<file path="src/rtl/ps2_rx.sv">
// PS/2 device-to-host receiver: conditions the raw clock/data lines, deserializes
// 11-bit frames, checks odd parity and stop bit, and aborts stalled frames.
module ps2_rx #(
  parameter int FILTER_LEN  = 8,
  parameter int TIMEOUT_CYC = 200000
) (
  input  logic       clk,
  input  logic       reset,
  input  logic       ps2c,
  input  logic       ps2d,
  input  logic       rx_en,
  output logic       rx_done_tick,
  output logic [7:0] dout,
  output logic       parity_err,
  output logic       frame_err
);

  localparam int TMO_W = (TIMEOUT_CYC > 1) ? $clog2(TIMEOUT_CYC) : 1;
  localparam logic [TMO_W-1:0] TMO_LAST = TMO_W'(TIMEOUT_CYC - 1);

  typedef enum logic [1:0] {
    IDLE = 2'd0,
    DPS  = 2'd1,
    LOAD = 2'd2
  } state_t;

  // Odd parity holds when the data bits and the parity bit contain an odd number of ones.
  function automatic logic odd_parity_ok(input logic [8:0] bits);
    return ^bits;
  endfunction

  logic [1:0]            sync_c_r;
  logic [1:0]            sync_d_r;
  logic [FILTER_LEN-1:0] filt_sr_r;
  logic                  filt_c_r;
  logic                  filt_prev_r;
  logic                  fall_edge_s;
  logic                  data_s;

  state_t                state_r;
  state_t                state_nxt_s;
  logic [3:0]            bit_cnt_r;
  logic [3:0]            bit_cnt_nxt_s;
  logic [TMO_W-1:0]      tmo_cnt_r;
  logic [TMO_W-1:0]      tmo_cnt_nxt_s;
  // Holds the nine most recent samples; the oldest of the ten-bit frame window is dropped.
  logic [8:0]            shreg_r;
  logic [8:0]            shreg_nxt_s;
  logic [9:0]            frame_s;
  logic [7:0]            dout_r;
  logic [7:0]            dout_nxt_s;
  logic                  done_r;
  logic                  done_nxt_s;
  logic                  perr_r;
  logic                  perr_nxt_s;
  logic                  ferr_r;
  logic                  ferr_nxt_s;

  assign data_s      = sync_d_r[1];
  assign fall_edge_s = filt_prev_r & ~filt_c_r;
  assign frame_s     = {data_s, shreg_r};

  // Two-flop synchronizers for the pad inputs.
  always_ff @(posedge clk or negedge reset) begin
    if (!reset) begin
      sync_c_r <= 2'b11;
      sync_d_r <= 2'b11;
    end else begin
      sync_c_r <= {sync_c_r[0], ps2c};
      sync_d_r <= {sync_d_r[0], ps2d};
    end
  end

  // Clock de-glitch filter: the level only changes after FILTER_LEN identical samples.
  always_ff @(posedge clk or negedge reset) begin
    if (!reset) begin
      filt_sr_r   <= {FILTER_LEN{1'b1}};
      filt_c_r    <= 1'b1;
      filt_prev_r <= 1'b1;
    end else begin
      filt_sr_r   <= {filt_sr_r[FILTER_LEN-2:0], sync_c_r[1]};
      filt_prev_r <= filt_c_r;
      if (filt_sr_r == {FILTER_LEN{1'b1}}) begin
        filt_c_r <= 1'b1;
      end else if (filt_sr_r == {FILTER_LEN{1'b0}}) begin
        filt_c_r <= 1'b0;
      end else begin
        filt_c_r <= filt_c_r;
      end
    end
  end

  // FSM state register.
  always_ff @(posedge clk or negedge reset) begin
    if (!reset) begin
      state_r <= IDLE;
    end else begin
      state_r <= state_nxt_s;
    end
  end

  // FSM next-state logic.
  always_comb begin
    state_nxt_s = state_r;
    case (state_r)
      IDLE: begin
        if (fall_edge_s && rx_en && !data_s) begin
          state_nxt_s = DPS;
        end else begin
          state_nxt_s = IDLE;
        end
      end
      DPS: begin
        if (fall_edge_s) begin
          if (bit_cnt_r == 4'd0) begin
            state_nxt_s = LOAD;
          end else begin
            state_nxt_s = DPS;
          end
        end else if (tmo_cnt_r == TMO_LAST) begin
          state_nxt_s = IDLE;
        end else begin
          state_nxt_s = DPS;
        end
      end
      LOAD: begin
        state_nxt_s = IDLE;
      end
      default: begin
        state_nxt_s = IDLE;
      end
    endcase
  end

  // FSM output and datapath logic. The frame verdict is taken on the stop-bit edge so
  // the registered pulse and dout are visible during the single LOAD cycle.
  always_comb begin
    bit_cnt_nxt_s = bit_cnt_r;
    tmo_cnt_nxt_s = tmo_cnt_r;
    shreg_nxt_s   = shreg_r;
    dout_nxt_s    = dout_r;
    done_nxt_s    = 1'b0;
    perr_nxt_s    = 1'b0;
    ferr_nxt_s    = 1'b0;
    case (state_r)
      IDLE: begin
        if (fall_edge_s && rx_en && !data_s) begin
          bit_cnt_nxt_s = 4'd9;
          tmo_cnt_nxt_s = {TMO_W{1'b0}};
        end else begin
          bit_cnt_nxt_s = bit_cnt_r;
          tmo_cnt_nxt_s = tmo_cnt_r;
        end
      end
      DPS: begin
        if (fall_edge_s) begin
          shreg_nxt_s   = frame_s[9:1];
          tmo_cnt_nxt_s = {TMO_W{1'b0}};
          if (bit_cnt_r == 4'd0) begin
            bit_cnt_nxt_s = 4'd0;
            if (frame_s[9] && odd_parity_ok(frame_s[8:0])) begin
              dout_nxt_s = frame_s[7:0];
              done_nxt_s = 1'b1;
            end else if (!odd_parity_ok(frame_s[8:0])) begin
              perr_nxt_s = 1'b1;
            end else begin
              ferr_nxt_s = 1'b1;
            end
          end else begin
            bit_cnt_nxt_s = bit_cnt_r - 4'd1;
          end
        end else if (tmo_cnt_r == TMO_LAST) begin
          ferr_nxt_s    = 1'b1;
          tmo_cnt_nxt_s = {TMO_W{1'b0}};
          bit_cnt_nxt_s = 4'd0;
        end else begin
          tmo_cnt_nxt_s = tmo_cnt_r + TMO_W'(1);
        end
      end
      LOAD: begin
        bit_cnt_nxt_s = 4'd0;
        tmo_cnt_nxt_s = {TMO_W{1'b0}};
      end
      default: begin
        bit_cnt_nxt_s = 4'd0;
        tmo_cnt_nxt_s = {TMO_W{1'b0}};
      end
    endcase
  end

  // Datapath and output registers.
  always_ff @(posedge clk or negedge reset) begin
    if (!reset) begin
      bit_cnt_r <= 4'd0;
      tmo_cnt_r <= {TMO_W{1'b0}};
      shreg_r   <= 9'h000;
      dout_r    <= 8'h00;
      done_r    <= 1'b0;
      perr_r    <= 1'b0;
      ferr_r    <= 1'b0;
    end else begin
      bit_cnt_r <= bit_cnt_nxt_s;
      tmo_cnt_r <= tmo_cnt_nxt_s;
      shreg_r   <= shreg_nxt_s;
      dout_r    <= dout_nxt_s;
      done_r    <= done_nxt_s;
      perr_r    <= perr_nxt_s;
      ferr_r    <= ferr_nxt_s;
    end
  end

  assign rx_done_tick = done_r;
  assign dout         = dout_r;
  assign parity_err   = perr_r;
  assign frame_err    = ferr_r;

endmodule

</file>
<file path="config.mk">
export PLATFORM = sky130hd
export DESIGN_NAME = ps2_rx
export DESIGN_NICKNAME = d
export VERILOG_FILES = /design/src/rtl/ps2_rx.sv
export SDC_FILE = /design/constraint.sdc
export NUM_CORES = 1
export LEC_CHECK = 0
export BUFFER_PORTS_ARGS = -buffer_cell sky130_fd_sc_hd__buf_2
export CAP_MARGIN = 15
export CORE_ASPECT_RATIO = 1.2
export CORE_UTILIZATION = 30
export CTS_BUF_LIST = sky130_fd_sc_hd__clkbuf_4 sky130_fd_sc_hd__clkbuf_8
export DETAILED_ROUTE_END_ITERATION = 8
export GPL_TIMING_DRIVEN = 0
export PLACE_DENSITY_LB_ADDON = 0.05
export SLEW_MARGIN = 20
export SYNTH_ARGS = -nofsm -noshare
export SYNTH_HDL_FRONTEND = slang
export SYNTH_SLANG_ARGS = --single-unit
</file>
<file path="constraint.sdc">
create_clock -name clk -period 2.23 [get_ports clk]
set_input_delay 0.1115 -clock clk [delete_from_list [all_inputs] [get_ports clk]]
set_output_delay 0.1115 -clock clk [all_outputs]
set_load 0.005 [all_outputs]
</file>
* Word level (Yosys, flattened, before mapping)
Index checks and enable logic that the tools add are counted.
W data, S select, Z words.
** Word-level totals
- Register bits after elaboration :: 58
** Operators by class
- Add/sub/neg operators :: 2
- Equality and inequality tests :: 5
- Muxes and demuxes :: 31
- Bitwise operators :: 2
- Reduce and logical (&&, ||, !) cells :: 12
** Operators with widths (number)
- $mux W18 :: 3
- $pmux W18 S2 :: 1
- $mux W1 :: 19
- $add A18 B1 Y18 const B :: 1
- $eq A18 B18 Y1 const B :: 1
- $mux W4 :: 4
- $reduce_xor A9 Y1 :: 1
- $eq A8 B8 Y1 const B :: 1
- $logic_not A8 Y1 :: 1
- $pmux W4 S2 :: 1
- $logic_not A4 Y1 :: 1
- $mux W2 :: 2
- $pmux W2 S2 :: 1
- $reduce_and A2 Y1 :: 2
- $reduce_and A4 Y1 :: 1
- $sub A4 B1 Y4 const B :: 1
- $logic_and A1 B1 Y1 :: 3
- $ne A3 B3 Y1 const B :: 1
- $eq A2 B1 Y1 const B :: 1
- $logic_not A2 Y1 :: 1
- $ne A2 B2 Y1 const B :: 1
- $reduce_bool A2 Y1 :: 1
- $and A1 B1 Y1 :: 1
- $logic_not A1 Y1 :: 1
- $not A1 Y1 :: 1

* Depth between registers and ports, before layout
Gate-level depths: netlist of run 1.
- Word-level depth :: 6
- Gate-level depth with buffers :: 7
- Depth with buffers taken out :: 7

* Worst setup path before layout of run 1
Ideal clock, no wire load.
- Path type :: register -> register
- Start :: register shreg_r[2]
- End :: register dout_r[0] (netlist: dout[0])
- Library setup time :: 0.125 ns
- Data arrival time :: 1.747 ns
- Required time :: 2.105 ns
- Setup slack :: 0.358 ns
- Stages on the path, launching flop included :: 6
- Path through :: dfrtp_1 > xor2_1 > xnor3_2 > xnor2_2 > nor2_4 > mux2_4
** On the way
- Longest elaborated chain between the ends :: 3
** Ends and longest elaborated chain
- start: declaration :: line 47 : logic [8:0] shreg_r;
- start signal: assignment :: line 204 : shreg_r <= shreg_nxt_s;
- $reduce_xor A9 Y1 :: line 29 : return ^bits;
- $logic_and A1 B1 Y1 :: line 161 : if (frame_s[9] && odd_parity_ok(frame_s[8:0])) begin
- $reduce_and A4 Y1 (no line)
- end signal: assignment :: line 205 : dout_r <= dout_nxt_s;
- end: declaration :: line 50 : logic [7:0] dout_r;
No other way between the ends.
A chain may end at the register's enable or synchronous reset.

* Worst setup path in the final report of run 1
- Start :: register shreg_r[6]
- End :: register dout_r[0] (netlist: dout[0])
Same word-level chain as after synthesis.

==> results_dict.tcl, run 1 <==
set metrics [dict create \
    status "finished, final reports clean" \
    clk_pin_slew_worst_paths_ns 0.07 \
    fp-row-count 36 \
    max_slew_margin 0.507 \
    synth_fp_nets 214 \
    clock-sinks 58 \
    maxCapViolCount 0 \
    reg2reg_slack_ns 0.19 \
    coreArea_sq_um 8150 \
    max_freq_mhz 490 \
    vias_per_cell 4.60 \
    port_buffers 15 \
    endpoint_kind "flip-flop" \
    dp_cells 335 \
    antenna_cells 0 \
    avgSynthCellArea_sq_um 12.3 \
    hold_end "state_r[0]" \
    fp.dieArea_sq_um 8810 \
    hold_class "input port to flip-flop" \
    synth_edf_count 0 \
    gp_congestion 0.754 \
    drt_pass1_iterations 4 \
    cts_buffers 9 \
    p_leak_nw 1.34 \
    final_hold_viol_count 0 \
    initial_core_util 0.310 \
    power.total_mw 2.75 \
    rr_worst_depth 5 \
    dp_hpwl_um 3310 \
    regToRegStartpoint "shreg_r[6]" \
    synth_area_sq_um 2530 \
    worstMarginPinSlew_ns 0.739 \
    setup_violations 0 \
    drc 0 \
    layout.cells.non_filler 354 \
    arrival_ns 2.25 \
    drt_iter0_markers 53 \
    vias 1628 \
    cts_tree "built" \
    multi_input_area_sq_um 1050 \
    die_x_um 85.8 \
    worstPathRequired_ns 2.44 \
    finalWirelength_um 4870 \
    hold_depth 4 \
    fin_crit_sh 0.916 \
    drive_gt1_frac 0.304 \
    cts-htree-levels 3 \
    area_growth_pct 18.3 \
    grt_use_total 0.124 \
    layout_commonest_cell "dfrtp_1" \
    ys_seq_area_frac 0.581 \
    synth-main-ff-cell "dfrtp_1" \
    insertion_delay_ns 0.33 \
    drt.antenna.violating_nets 0 \
    start_kind "flip-flop" \
    power_density_nw_per_um2 918 \
    ys_ff_latch 58 \
    layout_common_cells "44 x dfrtp_1, 23 x nor2_1, 14 x xnor2_1, 14 x dfstp_2, 14 x buf_2" \
    critPathLaunch "shreg_r[6]" \
    cts_root_buf "clkbuf_8" \
    final_core_util 0.367 \
    async_flop_share 1.00 \
    slew_violations 0 \
    vdd_drop_max_mv 0.302 \
    grt_pass1_vias 1626 \
    final-seq-area_sq_um 1470 \
    finish.net_count 243 \
    die_h_um 103 \
    cp_max_fo 9 \
    io_pins 16 \
    grt.overflow.total 0 \
    grt_max_degree 59 \
    reg2reg_to "dout[0]" \
    netlist_instances 206 \
    yosysWarnings 0 \
    critical_path_class "flip-flop to flip-flop" \
    fillers 805 \
    grt_pass1_wl_um 8140 \
    fin_crit_ns 2.04 \
    clk_path_buf_depth 2 \
    fin_skew_ns 0.00986 \
    rsz0062_at_grt "false" \
    ys_types 44 \
    min_from "rx_en" \
    wl_per_cell_um 13.8 \
    antenna_found_initial 0 \
]
layer usage:
layer	global-route usage	vias up	wire, um
li1	-	789	-
met1	0.160	803	2360
met2	0.191	29	2280
met3	0.0272	7	157
met4	0.0744	0	76
met5	0	-	0
layout make-up:
cell class                 instances  share of cell area
multi-input combinational        141               0.349
sequential                        58               0.491
tap                              114              0.0477
inverter                           5             0.00627
timing repair buffer              18              0.0360
clock buffer                      11              0.0485
buffer                             2             0.00376
clock inverter                     5              0.0176
synth_stat cells (2+ instances only):
| master | n | share of area |
|---|---|---|
| nand2_1 | 13 | 0.019 |
| inv_1 | 5 | 0.0074 |
| nand3b_1 | 2 | 0.0059 |
| nand3_1 | 8 | 0.016 |
| a22o_1 | 4 | 0.014 |
| ha_1 | 3 | 0.015 |
| nor4_1 | 2 | 0.0049 |
| o2111ai_1 | 2 | 0.0069 |
| dfrtp_1 | 44 | 0.44 |
| o21ai_0 | 7 | 0.014 |
| nor3_1 | 7 | 0.014 |
| nor2_1 | 23 | 0.034 |
| nand4_1 | 4 | 0.0099 |
| dfstp_2 | 14 | 0.15 |
| nand2b_1 | 2 | 0.0049 |
| xnor2_1 | 14 | 0.048 |
| a21oi_1 | 2 | 0.0040 |
| and3_1 | 5 | 0.012 |
| and4bb_2 | 2 | 0.0099 |
| mux2_2 | 9 | 0.040 |
| mux2_4 | 8 | 0.047 |
| xor2_1 | 4 | 0.014 |
worst max path at each step:
stage                               end  cells after the start
after floorplan                 dout[0]                      5
after global placement    tmo_cnt_r[12]                      7
after detailed placement  tmo_cnt_r[17]                      7
after CTS                 tmo_cnt_r[17]                      7
after global routing            dout[0]                      5
final                           dout[0]                      5
timing repair:
item	4_1_cts	5_1_grt
buffers inserted	0	0
gates resized for setup	1	2
hold buffers	3	0
hold endpoints to repair	46	0
endpoints found under the setup margin	10	16
worst max-delay path: stages, from the launching register on:
cell,delay [ns]
dfrtp_1,0.42
xnor2_1,0.23
xnor3_2,0.39
xnor2_2,0.19
nor2_4,0.36
mux2_4,0.33
cell families (layout without fill, tap and decap cells):
family                   after synthesis  count (layout)  synth area share
adder cells (fa/ha/maj)                3               3            0.0148
buffers and inverters                  7              41            0.0119
flip-flops                            58              58             0.581
XOR/XNOR                              20              20            0.0781
AND/OR/NAND/NOR                       79              79             0.165
AO/OA/AOI/OAI                         21              21            0.0584
multiplexers                          18              18            0.0915
metrics by stage:
step	setup WS (ns)	instance area [sq um]	setup TNS, ns	hold slack (ns)
after floorplan	0.358	2530	0	-0.184
after global placement	-0.0706	2750	-0.685	0.218
after detailed placement	-0.0312	2750	-0.226	0.217
after CTS	0.0215	2980	0	0.299
after global routing	0.0838	2990	0	0.320
final	0.187	2990	0	0.306
state kept, by name, summed over array words and instances, names as in the netlist:
register	flops
dout	8
state_r	2
bit_cnt_r	4
sync_c_r	2
tmo_cnt_r	18
parity_err	1
frame_err	1
shreg_r	9
sync_d_r	2
rx_done_tick	1
filt_c_r	1
filt_sr_r	8
filt_prev_r	1
where the power goes:
| part | leakage [nW] | internal (mW) | total (mW) | switching (mW) |
|---|---|---|---|---|
| combinational | 0.487 | 0.238 | 0.551 | 0.314 |
| sequential | 0.751 | 1.15 | 1.24 | 0.0853 |
| clock | 0.107 | 0.556 | 0.960 | 0.404 |
| total | 1.34 | 1.94 | 2.75 | 0.803 |
Power figures use the tool's default switching activity.
==> inputs of run 2 (changes only) <==
--- a/config.mk
+++ b/config.mk
@@ -7,7 +7,6 @@
 export LEC_CHECK = 0
 export BUFFER_PORTS_ARGS = -buffer_cell sky130_fd_sc_hd__buf_2
 export CAP_MARGIN = 15
-export CORE_ASPECT_RATIO = 1.2
 export CORE_UTILIZATION = 30
 export CTS_BUF_LIST = sky130_fd_sc_hd__clkbuf_4 sky130_fd_sc_hd__clkbuf_8
 export DETAILED_ROUTE_END_ITERATION = 8
==> run 2 against run 1 <==
Cell count down 2.0%. Sequential share of layout area up 0.27 points. Critical path depth unchanged. Register-to-register slack better by 0.02 ns. Hold slack better by 0.0046 ns. Die area about the same. Largest power group unchanged.
==> results_dict.tcl, run 2 (synthesis gave the netlist of run 1 again) <==
set metrics [dict create \
    status "finished, final reports clean" \
    maxCapViolCount 0 \
    drive_gt1_frac 0.306 \
    grt_max_degree 59 \
    dp_hpwl_um 3290 \
    finalWirelength_um 4970 \
    drc 0 \
    insertion_delay_ns 0.33 \
    gp_congestion 0.783 \
    max_freq_mhz 494 \
    vias 1643 \
    setup_tns_ns 0 \
    die_x_um 93.8 \
    antenna_found_initial 0 \
    layout_commonest_cell "dfrtp_1" \
    rsz0062_at_grt "false" \
    io_pins 16 \
    dpl_worst_slack_ns -0.0320 \
    worstPathRequired_ns 2.44 \
    clock-sinks 58 \
    fin_skew_ns 0.00616 \
    largest_register_ffs 18 \
    layout_common_cells "44 x dfrtp_1, 23 x nor2_1, 14 x xnor2_1, 14 x dfstp_2, 14 x buf_2" \
    fin_crit_sh 0.908 \
    vias_per_cell 4.73 \
    grt.overflow.total 0 \
    hold_class "input port to flip-flop" \
    cp_max_fo 9 \
    largestRegisters "tmo_cnt_r x18, shreg_r x9" \
    wl_per_cell_um 14.3 \
    clk_pin_slew_worst_paths_ns 0.07 \
    fp-row-count 33 \
    fillers 824 \
    port_buffers 15 \
    multi_input_area_sq_um 1030 \
    cts_root_buf "clkbuf_8" \
    timing.hold.ws_ns 0.311 \
    regMostFlops "tmo_cnt_r" \
    fin_crit_ns 2.03 \
    initial_core_util 0.309 \
    final.setup.worst_slack_ns 0.204 \
    cts-htree-levels 3 \
    worstMarginPinSlew_ns 0.727 \
    clk_path_buf_depth 2 \
    power_density_nw_per_um2 921 \
    critical_path_class "flip-flop to flip-flop" \
    vdd_drop_max_mv 0.332 \
    die_h_um 93.8 \
    slew_violations 0 \
    cts_tree "built" \
    endpoint_kind "flip-flop" \
    max_slew_margin 0.515 \
    setup_violations 0 \
    fp.dieArea_sq_um 8800 \
    grt_use_total 0.130 \
    start_kind "flip-flop" \
    grt_pass1_wl_um 8550 \
    cts_buffers 9 \
    area_growth_pct 17.7 \
    grt_pass1_vias 1660 \
    antenna_cells 0 \
    p_leak_nw 1.35 \
    final-seq-area_sq_um 1470 \
    arrival_ns 2.24 \
    finish.net_count 245 \
    drt.antenna.violating_nets 0 \
    coreArea_sq_um 8180 \
    final_core_util 0.364 \
    final_hold_viol_count 0 \
    drt_pass1_iterations 5 \
    drt_iter0_markers 46 \
]
==> run 2: cell types whose count changed in the layout (fill, tap and decap cells not counted), sizes merged <==
cell	change
buf	+2
clkinv	+2
inv	-2
clkbuf	-1
clkinvlp	+1
==> run 2: where the power goes <==
group | switching [mW] | internal [mW] | total [mW] | leakage (nW)
registers | 0.0903 | 1.15 | 1.24 | 0.751
logic | 0.307 | 0.256 | 0.563 | 0.495
clock network | 0.417 | 0.520 | 0.937 | 0.0992
total | 0.814 | 1.93 | 2.74 | 1.35
==> run 2: path summary, 6_finish.rpt <==
path                            slack [ns]  depth (start not counted)            end        start
worst max-delay path                  0.20                          5        dout[5]   shreg_r[2]
worst max register to register        0.20                          5        dout[5]   shreg_r[2]
max in group asynchronous             1.36                          2     shreg_r[1]        reset
worst min register to register        0.36                          0    sync_c_r[1]  sync_c_r[0]
min in group asynchronous             0.38                          2  tmo_cnt_r[12]        reset
worst min-delay path                  0.31                          4     state_r[0]        rx_en
==> run 2: area by class of cell <==
class / count / area share
Tap cell: 105 / 0.0441
Clock inverter: 6 / 0.0193
Multi-Input combinational cell: 141 / 0.348
Clock buffer: 10 / 0.0441
Timing Repair Buffer: 20 / 0.0412
Sequential cell: 58 / 0.493
Inverter: 5 / 0.00631
Buffer: 2 / 0.00378
==> run 2: worst max-delay path, cell delays in order (launching register included) <==
cell and delay, ns:
dfrtp_1 0.42, xor2_1 0.16, xnor3_2 0.45, xnor2_2 0.18, nor2_4 0.35, mux2_4 0.34
==> run 2: through the flow <==
stage	instances	cell area [sq um]	power (mW)
2_1_floorplan	206	2530	1.64
3_3_place_gp	326	2740	1.78
3_5_place_dp	326	2740	1.79
4_1_cts	347	2970	2.79
5_1_grt	347	2980	2.92
6_report	347	2980	2.74
==> run 2: routing by layer <==
layer | global-route usage | up-vias | share of wire
li1 | - | 793 | -
met1 | 0.179 | 809 | 0.50
met5 | 0 | - | 0
met2 | 0.186 | 35 | 0.45
met3 | 0.0494 | 6 | 0.042
met4 | 0.0462 | 0 | 0.011
==> run 2: timing repair <==
item	CTS	global route
hold buffers	3	0
hold endpoints to repair	46	0
endpoints found under the setup margin	10	13
setup buffers	2	0
pin swaps	1	0
resized for setup	0	1
